[src/rtl/mux_share_arbiter_pkg.sv]
// Shared types and helpers for the mux-sharing round-robin arbiter.
// The timeout feature is selected with MUX_SHARE_ARB_TIMEOUT_EN in the top.
package mux_share_pkg;

  localparam int MAXN = 16;
  localparam int IDXW = 4;

  typedef enum logic [1:0] {
    IDLE = 2'd0,
    OWN  = 2'd1,
    GAP  = 2'd2
  } arb_state_t;

  function automatic logic [MAXN-1:0] onehot(
    input logic [IDXW-1:0] idx
  );
    logic [MAXN-1:0] v;
    v      = '0;
    v[idx] = 1'b1;
    return v;
  endfunction

endpackage

[src/rtl/mux_share_arbiter_if.sv]
// Requester-side bundle of the mux-sharing arbiter.
// master drives req/done, slave (the arbiter) drives ownership.
interface mux_share_arbiter_if #(
  parameter int N = 4
) ();

  localparam int SELW = $clog2(N);

  logic [N-1:0]    req;
  logic [N-1:0]    done;
  logic [N-1:0]    grant;
  logic [SELW-1:0] sel;
  logic            busy;
  logic            timeout;

  modport master (
    output req, done,
    input  grant, sel, busy, timeout
  );

  modport slave (
    input  req, done,
    output grant, sel, busy, timeout
  );

endinterface

[src/rtl/mux_share_arbiter_rr_pick.sv]
// Combinational round-robin picker: first request at or after ptr.
// Rotates the request vector so the search always starts at bit 0.
module rr_pick #(
  parameter int N    = 4,
  parameter int SELW = $clog2(N)
) (
  input  logic [N-1:0]    req,
  input  logic [SELW-1:0] ptr,
  output logic [SELW-1:0] win,
  output logic            valid
);

  logic [N-1:0]    rot;
  logic [SELW-1:0] off;
  logic [SELW:0]   sum;

  assign rot   = N'({req, req} >> ptr);
  assign valid = |req;

  always_comb begin
    off = '0;
    for (int k = N - 1; k >= 0; k--) begin
      if (rot[k]) off = SELW'(k);
    end
  end

  assign sum = {1'b0, ptr} + {1'b0, off};

  always_comb begin
    if (sum >= (SELW+1)'(N))
      win = SELW'(sum - (SELW+1)'(N));
    else
      win = SELW'(sum);
  end

endmodule

[src/rtl/mux_share_arbiter.sv]
// Round-robin owner of a shared mux path with a break-before-make gap.
// Define MUX_SHARE_ARB_TIMEOUT_EN to bound ownership to MAX_HOLD cycles.
module mux_share_arbiter
  import mux_share_pkg::*;
#(
  parameter int N        = 4,
  parameter int MAX_HOLD = 16
) (
  input  logic               clk,
  input  logic               reset_n,
  mux_share_arbiter_if.slave bus
);

  localparam int SELW = $clog2(N);

  if (N < 2 || N > MAXN || MAX_HOLD < 1) begin : g_bad_cfg
    $error("mux_share_arbiter: N must be 2..16, MAX_HOLD >= 1");
  end

  arb_state_t      state;
  logic [N-1:0]    grant;
  logic [N-1:0]    grant_nx;
  logic [SELW-1:0] sel;
  logic [SELW-1:0] ptr;
  logic [SELW-1:0] ptr_nx;
  logic [SELW-1:0] win;
  logic            valid;
  logic            owner_rel;
  logic            hold_hit;
  logic            rel;

  rr_pick #(
    .N    (N),
    .SELW (SELW)
  ) u_pick (
    .req   (bus.req),
    .ptr   (ptr),
    .win   (win),
    .valid (valid)
  );

  assign grant_nx  = N'(onehot(IDXW'(win)));
  // only the owner's done/req matter; sel is the owner index in OWN
  assign owner_rel = bus.done[sel] | ~bus.req[sel];
  assign rel       = owner_rel | hold_hit;
  assign ptr_nx    = (sel == SELW'(N - 1)) ? '0 : sel + 1'b1;

  always_ff @(posedge clk or negedge reset_n) begin
    if (!reset_n) begin
      state <= IDLE;
      grant <= '0;
      sel   <= '0;
      ptr   <= '0;
    end else begin
      case (state)
        OWN: begin
          if (rel) begin
            state <= GAP;
            grant <= '0;
            ptr   <= ptr_nx;
          end
        end
        default: begin
          if (valid) begin
            state <= OWN;
            grant <= grant_nx;
            sel   <= win;
          end else begin
            state <= IDLE;
            grant <= '0;
          end
        end
      endcase
    end
  end

  assign bus.grant = grant;
  assign bus.sel   = sel;
  assign bus.busy  = (state == OWN);

`ifdef MUX_SHARE_ARB_TIMEOUT_EN
  localparam int CW = $clog2(MAX_HOLD + 1);

  logic [CW-1:0] hold_cnt;
  logic          timeout;

  assign hold_hit = (state == OWN) &&
                    (hold_cnt == CW'(MAX_HOLD - 1));

  always_ff @(posedge clk or negedge reset_n) begin
    if (!reset_n) begin
      hold_cnt <= '0;
      timeout  <= 1'b0;
    end else begin
      timeout <= hold_hit & ~owner_rel;
      if (state != OWN) hold_cnt <= '0;
      else              hold_cnt <= hold_cnt + 1'b1;
    end
  end

  assign bus.timeout = timeout;
`else
  assign hold_hit    = 1'b0;
  assign bus.timeout = 1'b0;
`endif

endmodule

[src/flat_wrapper.sv]
// flat-port wrapper written by rule: the top's interface ports become plain ports
module mux_share_arbiter_flat import mux_share_pkg::*;
#(
  parameter int N        = 4,
  parameter int MAX_HOLD = 16
)
  (clk, reset_n, bus_req, bus_done, bus_grant, bus_sel, bus_busy, bus_timeout);
  mux_share_arbiter_if #(.N(N)) bus_i ();
  input  logic clk;
  input  logic reset_n;
  input wire logic [$bits(bus_i.req)-1:0] bus_req;
  input wire logic [$bits(bus_i.done)-1:0] bus_done;
  output wire logic [$bits(bus_i.grant)-1:0] bus_grant;
  output wire logic [$bits(bus_i.sel)-1:0] bus_sel;
  output wire logic [$bits(bus_i.busy)-1:0] bus_busy;
  output wire logic [$bits(bus_i.timeout)-1:0] bus_timeout;
  assign bus_i.req = bus_req;
  assign bus_i.done = bus_done;
  assign bus_grant = bus_i.grant;
  assign bus_sel = bus_i.sel;
  assign bus_busy = bus_i.busy;
  assign bus_timeout = bus_i.timeout;
  mux_share_arbiter #(.N(N), .MAX_HOLD(MAX_HOLD)) u_core (.clk(clk), .reset_n(reset_n), .bus(bus_i));
endmodule
[config.mk]
export PLATFORM = sky130hd
export DESIGN_NAME = mux_share_arbiter_flat
export DESIGN_NICKNAME = d
export VERILOG_FILES = /design/src/rtl/mux_share_arbiter_pkg.sv /design/src/rtl/mux_share_arbiter_if.sv /design/src/rtl/mux_share_arbiter_rr_pick.sv /design/src/rtl/mux_share_arbiter.sv /design/src/flat_wrapper.sv
export SDC_FILE = /design/constraint.sdc
export NUM_CORES = 1
export LEC_CHECK = 0
export ABC_CLOCK_PERIOD_IN_PS = 1900
export BUFFER_PORTS_ARGS = -buffer_cell sky130_fd_sc_hd__buf_2
export CELL_PAD_IN_SITES_DETAIL_PLACEMENT = 1
export CELL_PAD_IN_SITES_GLOBAL_PLACEMENT = 1
export CORE_ASPECT_RATIO = 0.9
export CORE_UTILIZATION = 36
export CTS_BUF_LIST = sky130_fd_sc_hd__clkbuf_8
export DETAILED_ROUTE_END_ITERATION = 10
export GPL_ROUTABILITY_DRIVEN = 0
export PLACE_DENSITY_LB_ADDON = 0.1
export REMOVE_ABC_BUFFERS = 1
export SLEW_MARGIN = 25
export SYNTH_ARGS = -nofsm -noshare
export SYNTH_HDL_FRONTEND = slang
export SYNTH_HIERARCHICAL = 1
export SYNTH_SLANG_ARGS = --single-unit
[constraint.sdc]
create_clock -name clk -period 1.9 [get_ports clk]
set_clock_uncertainty 0.1 [all_clocks]
set_input_delay 0.19 -clock clk [delete_from_list [all_inputs] [get_ports clk]]
set_output_delay 0.19 -clock clk [all_outputs]
set_load 0.01 [all_outputs]
==> results.yml <==
setup_path:
  cp.required_ns: 1.92
  crit_path_start_kind: "register"
  cp_slowest_stage_delay_ns: 0.47
  worst-setup-path-type: "register to register"
  timing.critical_path.slowest_stage_cell: "sky130_fd_sc_hd__dfrtp_2"
  r2r-end: "u_core/bus.grant[1]"
  timing.critical_path.to: "u_core/bus.grant[1]"
  worst_setup_path_startpoint: "u_core/ptr[0]"
  worst_endpoint_data_arrival_time_ns: 1.95
  worstRegToRegCells: 9
  crit_path_cell_trace: "nand2_2, nor2_1, o21ai_1, o211ai_1, ha_2, xor2_2, xnor2_2, nor2_1, a22o_1"
  worstPathMaxFanout: 8
  worst_path_most_repeated_cell: "sky130_fd_sc_hd__nor2_1"
  rr_startpoint: "u_core/ptr[0]"
  setup.reg_to_reg.worst_slack_ns: -0.02
  timing.critical_path.to_type: "register"
clocking:
  numCtsBuffers: 3
  cts-root-buf: "sky130_fd_sc_hd__clkbuf_8"
  worst_skew_pair.late_latency_ns: 0.24
  cts_num_sinks: 10
  tritoncts_clock_tree: "yes"
  htreeDepth: 1
  cts-root-to-sink-buffers: 2
  path_clk_slew_ns: 0.05
synthesis:
  synth_async_sr_flop_share_pct: 100
  yosysWarningCount: 6
  synth-main-ff-cell: "sky130_fd_sc_hd__dfrtp_1"
  synth_sequential_area_ratio_pct: 38.0
  synth_top_cell_by_area: "sky130_fd_sc_hd__dfrtp_1"
  post-synth-top-area-fraction_pct: 38.0
  synth_cell_type_count: 35
  synthTopCellsByArea: "sky130_fd_sc_hd__dfrtp_1 38%, sky130_fd_sc_hd__nand2_1 4.6%, sky130_fd_sc_hd__ha_1 3.8%"
  number_of_flops_mapped_to_enable_cells_by_yosys: 0
  synth_seq_cells: 10
  syn_inst: 68
  syn_avg_cell_area_sq_um: 9.70
  mappedNetlistArea_sq_um: 659
power_and_ir_drop:
  power.switching_fraction_pct: 39.1
  seqPwrFrac_pct: 27.3
  netSwitchingPower_mw: 0.593
  largest_voltage_drop_on_the_vdd_net_v: 0.000774
  power_per_cell_area_nw_per_um2: 1620
  p_total_mw: 1.52
  pwr-share-comb_pct: 55.1
  power.leakage_nw: 0.438
  p_clk_share_pct: 17.6
  intPower_mw: 0.924
outcome:
  status: "finished with violations"
  violated_checks: "setup timing"
final_layout:
  flow.area_growth_from_synthesis_pct: 42.1
  post_route_cells_drive_above_1_share_pct: 49.0
  post-route-util_pct: 55.2
  postLayoutCellArea_sq_um: 937
  number_of_antenna_diodes: 0
  layout.nets: 109
  fin_cells: 120
floorplanning:
  die_w_um: 47.1
  fp-row-count: 14
  chipHeight_um: 42.6
  core_sq_um: 1700
  initial_utilization_pct: 38.8
  io-pin-count: 18
  die_area_sq_um: 2010
min_path:
  timing.hold.worst.class: "input pin to async pin"
timing:
  hold_viol: 0
  grt_setup_unrepaired: "yes"
  setup_viol: 2
  holdWs_ns: 0.254
  period_minus_slack_ns: 1.92
  final.setup.tns_ns: -0.0407
  timing.final.crit_share_pct: 101
  slew_violations: 0
  fin_ws_ns: -0.0235
  clock.fmax_ghz: 0.520
placed_design:
  port-buffer-count: 16
  detailedPlace.worstSlack_ns: -0.0875
  detailedPlacementHpwl_mm: 1.38
  dpl.cell_count: 113
  placement.cell_area_sq_um: 807
route:
  total_length_of_routed_met3_wires_um: 77
  highest_layer: "met4"
  drtPass1Iterations: 4
  detailroute.wirelength.met2_um: 849
  drt_first_iter_violations: 7
  route.detailed.drc: 0
  detail_route.wl_per_cell_um: 14.9
  wirelength_mm: 1.79
  route.detailed.vias_per_inst: 5.31
  drt.antenna.violating_nets: 0
  num_vias: 637
  route.layer.met1.wl_um: 856
global_routing:
  pin_count_of_the_biggest_net_entering_global_routing: 11
  wire_length_of_the_first_global_routing_pass_mm: 2.95
  grt_antenna_before_repair: 0
  grt.total_usage_pct: 20.8
  grt_pass1_vias: 604
  overflow: 0
job:
  max_cap_viol_count: 0
[worst min-delay path by stage]
| stage | slack (ns) | endpoint | cells past startpoint | from |
|---|---|---|---|---|
| detailed placement | -0.04 | u_core/bus.grant[3] | 1 | reset_n |
| global route | 0.29 | u_core/bus.sel[1] | 2 | reset_n |
| global placement | -0.04 | u_core/bus.grant[1] | 1 | reset_n |
| CTS | 0.25 | u_core/bus.grant[3] | 2 | reset_n |
| finish | 0.25 | u_core/bus.grant[1] | 2 | reset_n |
| floorplan | -0.21 | u_core/bus.grant[0] | 0 | reset_n |
[cell usage in the layout (no fill, tap or decap), types with 2 or more instances in the layout]
cell / count
sky130_fd_sc_hd__nand2_1: 7
sky130_fd_sc_hd__inv_1: 4
sky130_fd_sc_hd__nor2_1: 4
sky130_fd_sc_hd__nand2b_1: 2
sky130_fd_sc_hd__o21ai_0: 2
sky130_fd_sc_hd__buf_4: 8
sky130_fd_sc_hd__dfrtp_1: 9
sky130_fd_sc_hd__clkbuf_8: 4
sky130_fd_sc_hd__buf_2: 16
sky130_fd_sc_hd__o21ai_1: 3
sky130_fd_sc_hd__a22o_1: 2
[final cells by class]
| class | count | area [sq um] |
|---|---|---|
| Clock buffer | 4 | 55.1 |
| Fill cell | 207 | 762 |
| Inverter | 4 | 15.0 |
| Multi-Input combinational cell | 52 | 424 |
| Sequential cell | 10 | 251 |
| Tap cell | 24 | 30.0 |
| Timing Repair Buffer | 26 | 161 |
[power groups by stage]
stage / Clock [mW] / Combinational [mW] / Sequential, mW
6_report: 0.267 / 0.835 / 0.415
5_1_grt: 0.279 / 0.919 / 0.434
4_1_cts: 0.272 / 0.776 / 0.413
3_5_place_dp: 0 / 0.730 / 0.404
3_3_place_gp: 0 / 0.709 / 0.401
2_1_floorplan: 0 / 0.440 / 0.419
[kinds of logic (layout without fill, tap and decap cells)]
kind of cell             Yosys count  count (layout)  share of synthesized area [%]
AND/OR/NAND/NOR                   29              29                           28.5
AO/OA/AOI/OAI                     16              16                           18.2
flip-flops                        10              10                           38.0
buffers and inverters              6              34                           4.55
adder cells (fa/ha/maj)            2               2                           3.79
XOR/XNOR                           2               2                           2.66
multiplexers                       2               2                           3.79
other                              1               1                          0.569
[cells in the mapped netlist, drive strengths merged, types with 2 or more instances]
master	number
nor3	2
inv	4
nor3b	2
nor2	4
nand2	8
o21ai	5
a22o	2
dfrtp	10
nand2b	2
ha	2
buf	2
a21oi	2
[metal layers]
metal | GRT usage (%) | vias up
met2 | 31.7 | 14
met1 | 29.9 | 319
met5 | 0 | -
met3 | 5.17 | 2
met4 | 3.43 | 0
li1 | - | 302
[flip-flops by register name (all words and copies together), names as in the netlist]
name              count
u_core/bus.sel        2
u_core/bus.grant      4
u_core/state          2
u_core/ptr            2
[worst max-delay path: cells and delay by family (launching register included)]
family                   cells  cell delay (ns)
flip-flops                   1             0.47
XOR/XNOR                     2             0.39
AND/OR/NAND/NOR              3             0.22
adder cells (fa/ha/maj)      1             0.21
AO/OA/AOI/OAI                3             0.42
[what timing repair did]
| action | 4_1_cts | 5_1_grt |
|---|---|---|
| resized for setup | 11 | 3 |
| hold buffers | 1 | 0 |
| pin swaps | 11 | 3 |
| setup buffers | 0 | 2 |
| setup endpoints to repair | 5 | 5 |
| hold endpoints to repair | 10 | 0 |
No activity file was read; power rests on OpenSTA's default activity.
